<file path="config.mk">
export PLATFORM = sky130hd
export DESIGN_NAME = if_id_fetch_controller_flat
export DESIGN_NICKNAME = d
export VERILOG_FILES = /design/src/rtl/if_id_fetch_controller_if.sv /design/src/rtl/if_id_fetch_controller.sv /design/src/flat_wrapper.sv
export SDC_FILE = /design/constraint.sdc
export NUM_CORES = 1
export LEC_CHECK = 0
export ABC_CLOCK_PERIOD_IN_PS = 5530
export BUFFER_PORTS_ARGS = -buffer_cell sky130_fd_sc_hd__clkbuf_2
export CAP_MARGIN = 25
export CORE_MARGIN = 2
export CORE_UTILIZATION = 55
export CTS_BUF_LIST = sky130_fd_sc_hd__clkbuf_4 sky130_fd_sc_hd__clkbuf_8
export CTS_CLUSTER_DIAMETER = 50
export CTS_CLUSTER_SIZE = 10
export DETAILED_ROUTE_END_ITERATION = 6
export PLACE_DENSITY = 0.86
export SETUP_SLACK_MARGIN = 0.4
export SLEW_MARGIN = 20
export SYNTH_ARGS = -nofsm -noshare
export SYNTH_HDL_FRONTEND = slang
export SYNTH_SLANG_ARGS = --single-unit
export TNS_END_PERCENT = 10
</file>
<file path="constraint.sdc">
create_clock -name clk -period 5.53 [get_ports clk]
set_input_delay 0.2765 -clock clk [delete_from_list [all_inputs] [get_ports clk]]
set_output_delay 0.2765 -clock clk [all_outputs]
set_load 0.1 [all_outputs]
</file>
<file path="src/rtl/if_id_fetch_controller_if.sv">
// Bundles the fetch controller's program-counter, instruction-memory,
// decode-side and IF/ID pipeline-register signals into one interface.
// The master modport belongs to the fetch controller. The slave modport
// belongs to whatever surrounds it: the PC, the memory and the decode stage.
interface if_id_fetch_controller_if;
   logic [31:0] pcValue;
   logic        pcHold;
   logic        imemReq;
   logic [31:0] imemAddr;
   logic        imemAck;
   logic [31:0] imemData;
   logic        decodeStall;
   logic        branchFlush;
   logic [31:0] ifIdInstruction;
   logic [31:0] ifIdPcPlus4;
   logic        ifIdValid;
   logic [31:0] stallCycles;

   modport master (
      input  pcValue, imemAck, imemData, decodeStall, branchFlush,
      output pcHold, imemReq, imemAddr, ifIdInstruction, ifIdPcPlus4,
             ifIdValid, stallCycles
   );

   modport slave (
      output pcValue, imemAck, imemData, decodeStall, branchFlush,
      input  pcHold, imemReq, imemAddr, ifIdInstruction, ifIdPcPlus4,
             ifIdValid, stallCycles
   );
endinterface

</file>
<file path="src/rtl/if_id_fetch_controller.sv">
// Instruction fetch controller feeding the IF/ID pipeline register.
// Each fetch works like this:
//   - It latches the PC into imemAddr.
//   - It holds imemReq until the memory acknowledges.
//   - It writes the returned word into IF/ID.
// If decode is stalled when the word arrives, the word is parked in a
// buffer until decode frees up. A branch redirect empties IF/ID. An
// in-flight request is then drained without its data ever being used.
// Optional feature: define FETCH_STALL_COUNTER_EN to get a saturating
// count of cycles in which the PC was held. Without it, stallCycles is
// tied to zero.
module if_id_fetch_controller (
   input logic                      clk,
   input logic                      reset,
   if_id_fetch_controller_if.master bus
);

   typedef enum logic [1:0] {
      IDLE,
      FETCH,
      HOLD,
      DISCARD
   } fetchState_t;

   fetchState_t state;
   logic [31:0] fetchBuffer;
   logic        imemReqReg;
   logic [31:0] imemAddrReg;
   logic [31:0] instrReg;
   logic [31:0] pcPlus4Reg;
   logic        validReg;
   logic        loadFromMem;
   logic        loadFromBuffer;
   logic        pcHold;

   // An IF/ID load happens either straight from memory or from the parked buffer.
   assign loadFromMem    = (state == FETCH) && bus.imemAck && !bus.decodeStall && !bus.branchFlush;
   assign loadFromBuffer = (state == HOLD) && !bus.decodeStall && !bus.branchFlush;
   assign pcHold         = reset | ~(loadFromMem | loadFromBuffer | bus.branchFlush);

   assign bus.pcHold          = pcHold;
   assign bus.imemReq         = imemReqReg;
   assign bus.imemAddr        = imemAddrReg;
   assign bus.ifIdInstruction = instrReg;
   assign bus.ifIdPcPlus4     = pcPlus4Reg;
   assign bus.ifIdValid       = validReg;

   // This block holds the fetch sequencing state, the memory request, the parked buffer and IF/ID.
   always_ff @(posedge clk or posedge reset) begin
      if (reset) begin
         state       <= IDLE;
         imemReqReg  <= 1'b0;
         imemAddrReg <= 32'h0;
         fetchBuffer <= 32'h0;
         instrReg    <= 32'h0;
         pcPlus4Reg  <= 32'h0;
         validReg    <= 1'b0;
      end else begin
         case (state)
            IDLE: begin
               if (!bus.branchFlush) begin
                  imemAddrReg <= bus.pcValue;
                  imemReqReg  <= 1'b1;
                  state       <= FETCH;
               end
            end
            FETCH: begin
               if (bus.branchFlush) begin
                  if (bus.imemAck) begin
                     imemReqReg <= 1'b0;
                     state      <= IDLE;
                  end else begin
                     state <= DISCARD;
                  end
               end else if (bus.imemAck) begin
                  imemReqReg <= 1'b0;
                  if (bus.decodeStall) begin
                     fetchBuffer <= bus.imemData;
                     state       <= HOLD;
                  end else begin
                     state <= IDLE;
                  end
               end
            end
            HOLD: begin
               if (bus.branchFlush) begin
                  fetchBuffer <= 32'h0;
                  state       <= IDLE;
               end else if (!bus.decodeStall) begin
                  state <= IDLE;
               end
            end
            DISCARD: begin
               if (bus.imemAck) begin
                  imemReqReg <= 1'b0;
                  state      <= IDLE;
               end
            end
            default: begin
               imemReqReg <= 1'b0;
               state      <= IDLE;
            end
         endcase

         if (bus.branchFlush) begin
            validReg <= 1'b0;
            instrReg <= 32'h0;
         end else if (loadFromMem) begin
            instrReg   <= bus.imemData;
            pcPlus4Reg <= imemAddrReg + 32'd4;
            validReg   <= 1'b1;
         end else if (loadFromBuffer) begin
            instrReg   <= fetchBuffer;
            pcPlus4Reg <= imemAddrReg + 32'd4;
            validReg   <= 1'b1;
         end
      end
   end

`ifdef FETCH_STALL_COUNTER_EN
   logic [31:0] stallCount;

   // This counts the cycles in which the PC is held, and sticks at all-ones instead of wrapping.
   always_ff @(posedge clk or posedge reset) begin
      if (reset) begin
         stallCount <= 32'h0;
      end else if (pcHold && (stallCount != 32'hFFFF_FFFF)) begin
         stallCount <= stallCount + 32'd1;
      end
   end

   assign bus.stallCycles = stallCount;
`else
   assign bus.stallCycles = 32'h0;
`endif

endmodule

</file>
<file path="src/flat_wrapper.sv">
// flat-port wrapper written by rule: the top's interface ports become plain ports
module if_id_fetch_controller_flat 
  (clk, reset, bus_pcValue, bus_imemAck, bus_imemData, bus_decodeStall, bus_branchFlush, bus_pcHold, bus_imemReq, bus_imemAddr, bus_ifIdInstruction, bus_ifIdPcPlus4, bus_ifIdValid, bus_stallCycles);
  if_id_fetch_controller_if bus_i ();
  input logic clk;
  input logic reset;
  input wire logic [$bits(bus_i.pcValue)-1:0] bus_pcValue;
  input wire logic [$bits(bus_i.imemAck)-1:0] bus_imemAck;
  input wire logic [$bits(bus_i.imemData)-1:0] bus_imemData;
  input wire logic [$bits(bus_i.decodeStall)-1:0] bus_decodeStall;
  input wire logic [$bits(bus_i.branchFlush)-1:0] bus_branchFlush;
  output wire logic [$bits(bus_i.pcHold)-1:0] bus_pcHold;
  output wire logic [$bits(bus_i.imemReq)-1:0] bus_imemReq;
  output wire logic [$bits(bus_i.imemAddr)-1:0] bus_imemAddr;
  output wire logic [$bits(bus_i.ifIdInstruction)-1:0] bus_ifIdInstruction;
  output wire logic [$bits(bus_i.ifIdPcPlus4)-1:0] bus_ifIdPcPlus4;
  output wire logic [$bits(bus_i.ifIdValid)-1:0] bus_ifIdValid;
  output wire logic [$bits(bus_i.stallCycles)-1:0] bus_stallCycles;
  assign bus_i.pcValue = bus_pcValue;
  assign bus_i.imemAck = bus_imemAck;
  assign bus_i.imemData = bus_imemData;
  assign bus_i.decodeStall = bus_decodeStall;
  assign bus_i.branchFlush = bus_branchFlush;
  assign bus_pcHold = bus_i.pcHold;
  assign bus_imemReq = bus_i.imemReq;
  assign bus_imemAddr = bus_i.imemAddr;
  assign bus_ifIdInstruction = bus_i.ifIdInstruction;
  assign bus_ifIdPcPlus4 = bus_i.ifIdPcPlus4;
  assign bus_ifIdValid = bus_i.ifIdValid;
  assign bus_stallCycles = bus_i.stallCycles;
  if_id_fetch_controller u_core (.clk(clk), .reset(reset), .bus(bus_i));
endmodule
</file>
### Word level (Yosys, flattened, before mapping)

Cells that the tools add are included.

| storage, ports and cells | value |
|---|---|
| register bits | 132 |
| input bits | 69 |
| output and inout port bits | 131 |
| word-level logic and storage cells | 68 |

| operators by class | value |
|---|---|
| add/sub/neg operators | 1 |
| equality and inequality tests | 12 |
| mux-type cells | 25 |
| bitwise logic cells | 5 |
| reductions and logical operators | 18 |

Operator list:

| operator | number |
|---|---|
| 32-bit two-way mux | 9 |
| 32-bit case mux with 2 select lines | 1 |
| 32-bit by 3-bit adder with 32-bit output (second input constant) | 1 |
| 2-bit two-way mux | 8 |
| 2-bit != test (second input constant) | 6 |
| 2-bit case mux with 4 select lines | 1 |
| 3-bit != test (second input constant) | 2 |
| 2-bit nonzero test | 3 |
| 1-bit logical AND | 5 |
| 1-bit two-way mux | 5 |
| 5-bit AND reduction | 1 |
| 2-bit == test (second input constant) | 2 |
| 2-bit AND reduction | 2 |
| 4-bit AND reduction | 1 |
| 1-bit bitwise OR | 3 |
| 3-bit AND reduction | 1 |
| 3-bit nonzero test | 1 |
| 2-bit by 1-bit == test with 1-bit output (second input constant) | 1 |
| 1-bit zero test | 2 |
| 2-bit zero test | 1 |
| 2-bit by 1-bit != test with 1-bit output (second input constant) | 1 |
| 1-bit NOT | 2 |
| 1-bit case mux with 2 select lines | 1 |
| 2-bit OR reduction | 1 |

### Longest topological paths before layout

| logic depth | value |
|---|---|
| depth after elaboration | 8 |
| mapped depth | 9 |
| mapped depth without buffers | 6 |

### Worst setup path before layout

No wires, ideal clock.

| timing | value |
|---|---|
| path kind | in2out |
| start point | input reset |
| end point | output bus_pcHold |
| arrival time | 5.970 ns |
| slack | -0.716 ns |
| stages on the path | 2 |
| buffers on the path | 0 |
| cells stage by stage | inv_1 o21ai_0 |

| on the way | value |
|---|---|
| cells in the longest elaborated chain, start to end | 1 |

RTL lines:

| element | line | RTL |
|---|---|---|
| start: declaration | flat_wrapper.sv:6 | `input logic reset;` |
| 1-bit bitwise OR | if_id_fetch_controller.sv:39 | `assign pcHold = reset \| ~(loadFromMem \| loadFromBuffer \| bus.branchFlush);` |
| end: declaration | flat_wrapper.sv:12 | `output wire logic [$bits(bus_i.pcHold)-1:0] bus_pcHold;` |

No other way between the ends.

### Worst setup path in the final report

| timing | value |
|---|---|
| start point | register u_core.state[1] |
| end point | register u_core.pcPlus4Reg[13] (netlist: u_core.bus.ifIdPcPlus4[13]) |

| on the way | value |
|---|---|
| cells in the longest elaborated chain, start to end | 6 |
| elaborated cells between the ends (all ways) | 10 |
| those cells by class | eq/ne (2); mux (1); reduce/logical (7) |

RTL lines:

| element | line | RTL |
|---|---|---|
| start: declaration | if_id_fetch_controller.sv:25 | `fetchState_t state;` |
| start signal: assignment | if_id_fetch_controller.sv:51 | `state <= IDLE;` |
| start signal: assignment | if_id_fetch_controller.sv:64 | `state <= FETCH;` |
| start signal: assignment | if_id_fetch_controller.sv:71 | `state <= IDLE;` |
| 2-bit by 1-bit == test with 1-bit output | if_id_fetch_controller.sv:37 | `assign loadFromMem = (state == FETCH) && bus.imemAck && !bus.decodeStall && !bus.branchFlush;` |
| 1-bit logical AND (3 in a row) | if_id_fetch_controller.sv:37 |  |
| 2-bit nonzero test (no line) | - |  |
| 2-bit AND reduction (no line) | - |  |
| end signal: assignment | if_id_fetch_controller.sv:110 | `pcPlus4Reg <= imemAddrReg + 32'd4;` |
| end signal: assignment | if_id_fetch_controller.sv:114 | `pcPlus4Reg <= imemAddrReg + 32'd4;` |
| end: declaration | if_id_fetch_controller.sv:30 | `logic [31:0] pcPlus4Reg;` |

Several ways; a longest one is shown, not always the timed one.
A chain may end at the register's enable or synchronous reset.

==> flow_summary_export.csv <==
group,metric,value,unit
clocking,clk_pin_slew,0.08,ns
worst_setup_path,cpPeakStageDelay,0.86,ns
global_route,grt_remaining_overflow,0,
sta,fin_crit_sh,63.96,%
route,drc,0,
synthesis,synth_edf_count,0,
global_route,grt_max_degree,76,
finish,synthToLayoutAreaGrowth,20.42,%
worst_setup_path,crit_fanout,67,
finish,nNetsFinal,754,
worst_setup_path,cp.required,5.89,ns
sta,max_slew_margin,40.80,%
route,wl_per_cell,16.38,um
clocking,clock_latency,0.44,ns
global_route,track_usage,24.20,%
worst_setup_path,r2r-end,"u_core.bus.ifIdPcPlus4[13]$_DFFE_PP0P_",
global_route,grt_pass1_wl,21760,um
worst_setup_path,path_buf_inv,2,
clocking,post_cts_buffers,0,
synthesis,ys_ff_latch,132,
worst_setup_path,rrSetupSlack,1.99,ns
floorplanning,die_h,108.7,um
worst_setup_path,crit_path_end_kind,"flop",
sta,fmax,282.7,MHz
global_route,antenna_found_initial,0,
place,hpwl,9402,um
route,routed_wl,13710,um
worst_setup_path,crit_type,"flop to flop",
clocking,cts_made_buffers,17,
clocking,cts_tree,"done",
floorplanning,die_w,108.7,um
finish,nFillCells,817,
floorplanning,die_area,0.01180,sq mm
sta,slew_violations,0,
floorplanning,start_util,56.05,%
clocking,cts_resized,0,
synthesis,syn-cell-area,0.006023,sq mm
sta,hold_ws,0.03452,ns
global_route,grt_pass1_vias,4492,
synthesis,ys_types,32,
finish,antenna_cells,0,
finish,regArea,0.003303,sq mm
worst_setup_path,crit_top_cell,"buf_4",
clocking,cts_sinks,132,
synthesis,avgSynthCellArea,11.49,sq um
clocking,cts_hold_buffers,0,
synthesis,synth_common_cells,"dfrtp_1, nor2_1, buf_4",
worst_setup_path,worstSetupStartpointType,"flop",
sta,finClkSkew,0.01026,ns
floorplanning,rows,38,
clocking,cts_buffer_depth,2,
worst_setup_path,reg2regPathDepth,7,
worst_setup_path,crit_family,"simple AND/OR/NAND/NOR gates",
sta,finalWorstSetupSlack,1.993,ns
flow_run,cap_violations,0,
hold_path,hold_path_class,"input pin to async pin",
worst_setup_path,cp_slowest_cell,"nor2b_4",
place,post-place-ws,2.002,ns
sta,rsz0062_at_grt,"no",
worst_setup_path,cp.arrival,3.89,ns
synthesis,yosysSeqAreaShare,54.84,%
sta,finalSetupTns,0,ns
floorplanning,num_io_pins,200,
sta,post-route-min-period,3.537,ns
synthesis,yosys_warnings,0,
clocking,htree_levels,4,
run_status,status,"finished clean",
clocking,root_buffer,"clkbuf_8",
worst_setup_path,critical_path.cell_chain,"nor4bb_4, buf_4, a31o_4, nor2b_4, buf_4, nor2_1, a21oi_1",
route,avgViaCountPerCell,5.444,
route,ant_nets,0,
floorplanning,core,0.01075,sq mm
synthesis,synth_ff_type,"dfrtp_1",
worst_setup_path,timing.rr.start,"u_core.state[1]$_DFFE_PP0P_",
synthesis,synth.area.top_cells,"dfrtp_1, mux2_2, mux2i_1",
synthesis,synth_top_cell_by_area,"dfrtp_1",
route,drtIter0Drc,208,
place,portBuffers,167,
synthesis,yosysMostFrequentCell,"dfrtp_1",
sta,worstMarginPinSlew,0.8862,ns
place,gp_congestion,0.8341,
route,via_count,4557,
sta,setup_violations,0,
finish,drive_gt1_share,35.58,%
finish,multi_input_area,0.002394,sq mm
synthesis,synth_top_area_share,54.84,%
route,drt_first_pass_iters,4,
synthesis,syn-instance-count,524,
synthesis,synth-async-reset-ratio,100.0,%
sta,hold_viol,0,
final cells by class:
| class | count | share of cell area, % |
|---|---|---|
| clock buffers | 18 | 3.416 |
| flip-flops and latches | 132 | 45.54 |
| multi-input cells | 351 | 33.00 |
| well taps | 140 | 2.415 |
| inverters | 6 | 0.3623 |
| clock inverters | 14 | 2.536 |
| repair buffers | 176 | 12.73 |
worst reg2reg max path, cell delays in order, from the launching register on:
cell and delay (ns):
dfrtp_1 0.52, nor4bb_4 0.32, buf_4 0.51, a31o_4 0.63, nor2b_4 0.89, buf_4 0.37
nor2_1 0.07, a21oi_1 0.14
flip-flops by register name (all words and copies together), names as in the netlist:
name,flops
u_core.bus.imemReq,1
u_core.state,2
u_core.bus.imemAddr,32
u_core.fetchBuffer,32
u_core.bus.ifIdValid,1
u_core.bus.ifIdInstruction,32
u_core.bus.ifIdPcPlus4,32
worst max-delay path by stage:
stage	startpoint	cells past startpoint	end	slack [ns]
final	u_core.state[1]$_DFFE_PP0P_	7	u_core.bus.ifIdPcPlus4[13]$_DFFE_PP0P_	1.99
after CTS	u_core.state[1]$_DFFE_PP0P_	7	u_core.bus.ifIdPcPlus4[13]$_DFFE_PP0P_	1.97
after detailed placement	u_core.state[1]$_DFFE_PP0P_	7	u_core.bus.ifIdPcPlus4[13]$_DFFE_PP0P_	2.00
after global placement	u_core.state[1]$_DFFE_PP0P_	7	u_core.bus.ifIdPcPlus4[15]$_DFFE_PP0P_	2.16
after global routing	u_core.state[1]$_DFFE_PP0P_	7	u_core.bus.ifIdPcPlus4[10]$_DFFE_PP0P_	1.69
after floorplan	reset	2	bus_pcHold	1.15
per-layer routing:
| layer | wire length (um) | up-vias | GRT usage [%] |
|---|---|---|---|
| met3 | 1040 | 32 | 7.173 |
| li1 | - | 2115 | - |
| met5 | 0 | - | 0 |
| met4 | 314 | 0 | 10.53 |
| met2 | 6847 | 187 | 40.04 |
| met1 | 5509 | 2223 | 29.50 |
placed cells by master (no fill, tap or decap), types with 2 or more instances in the layout:
cell / n
conb_1: 32
and3_1: 3
nand2b_1: 3
nor2_1: 70
bufinv_16: 4
buf_4: 8
clkinv_2: 5
nor3_1: 3
dfrtp_1: 132
inv_1: 5
o21ai_0: 7
xnor2_1: 7
nand4_1: 12
mux2i_1: 34
clkbuf_2: 167
clkbuf_8: 18
a22o_1: 32
clkinvlp_4: 5
nand2_1: 11
a31oi_1: 2
or3_1: 2
xor2_1: 19
a211oi_1: 32
mux2_2: 32
a21oi_1: 26
nand3_1: 14
stage by stage:
stage | instances | area [sq um] | util, %
final | 837 | 7253 | 67.50
after global routing | 837 | 7253 | 67.50
after CTS | 836 | 7226 | 67.25
after detailed placement | 804 | 6794 | 63.23
after global placement | 804 | 6794 | 63.23
after floorplan | 555 | 6143 | -
logic make-up (layout without fill, tap and decap cells):
group / Yosys count / after routing / share of synthesized area [%]
xor+xnor: 26 / 26 / 3.781
mux: 67 / 67 / 11.82
flops: 132 / 132 / 54.84
other cells: 1 / 32 / 0.06226
compound gates: 102 / 102 / 12.11
simple gates: 123 / 123 / 9.410
fa+ha+maj: 1 / 1 / 0.2077
buf+inv: 72 / 214 / 7.769
Power is left out: the tool's default activity adds up to more than one toggle a clock period on the data nets, which glitch-free logic cannot reach.
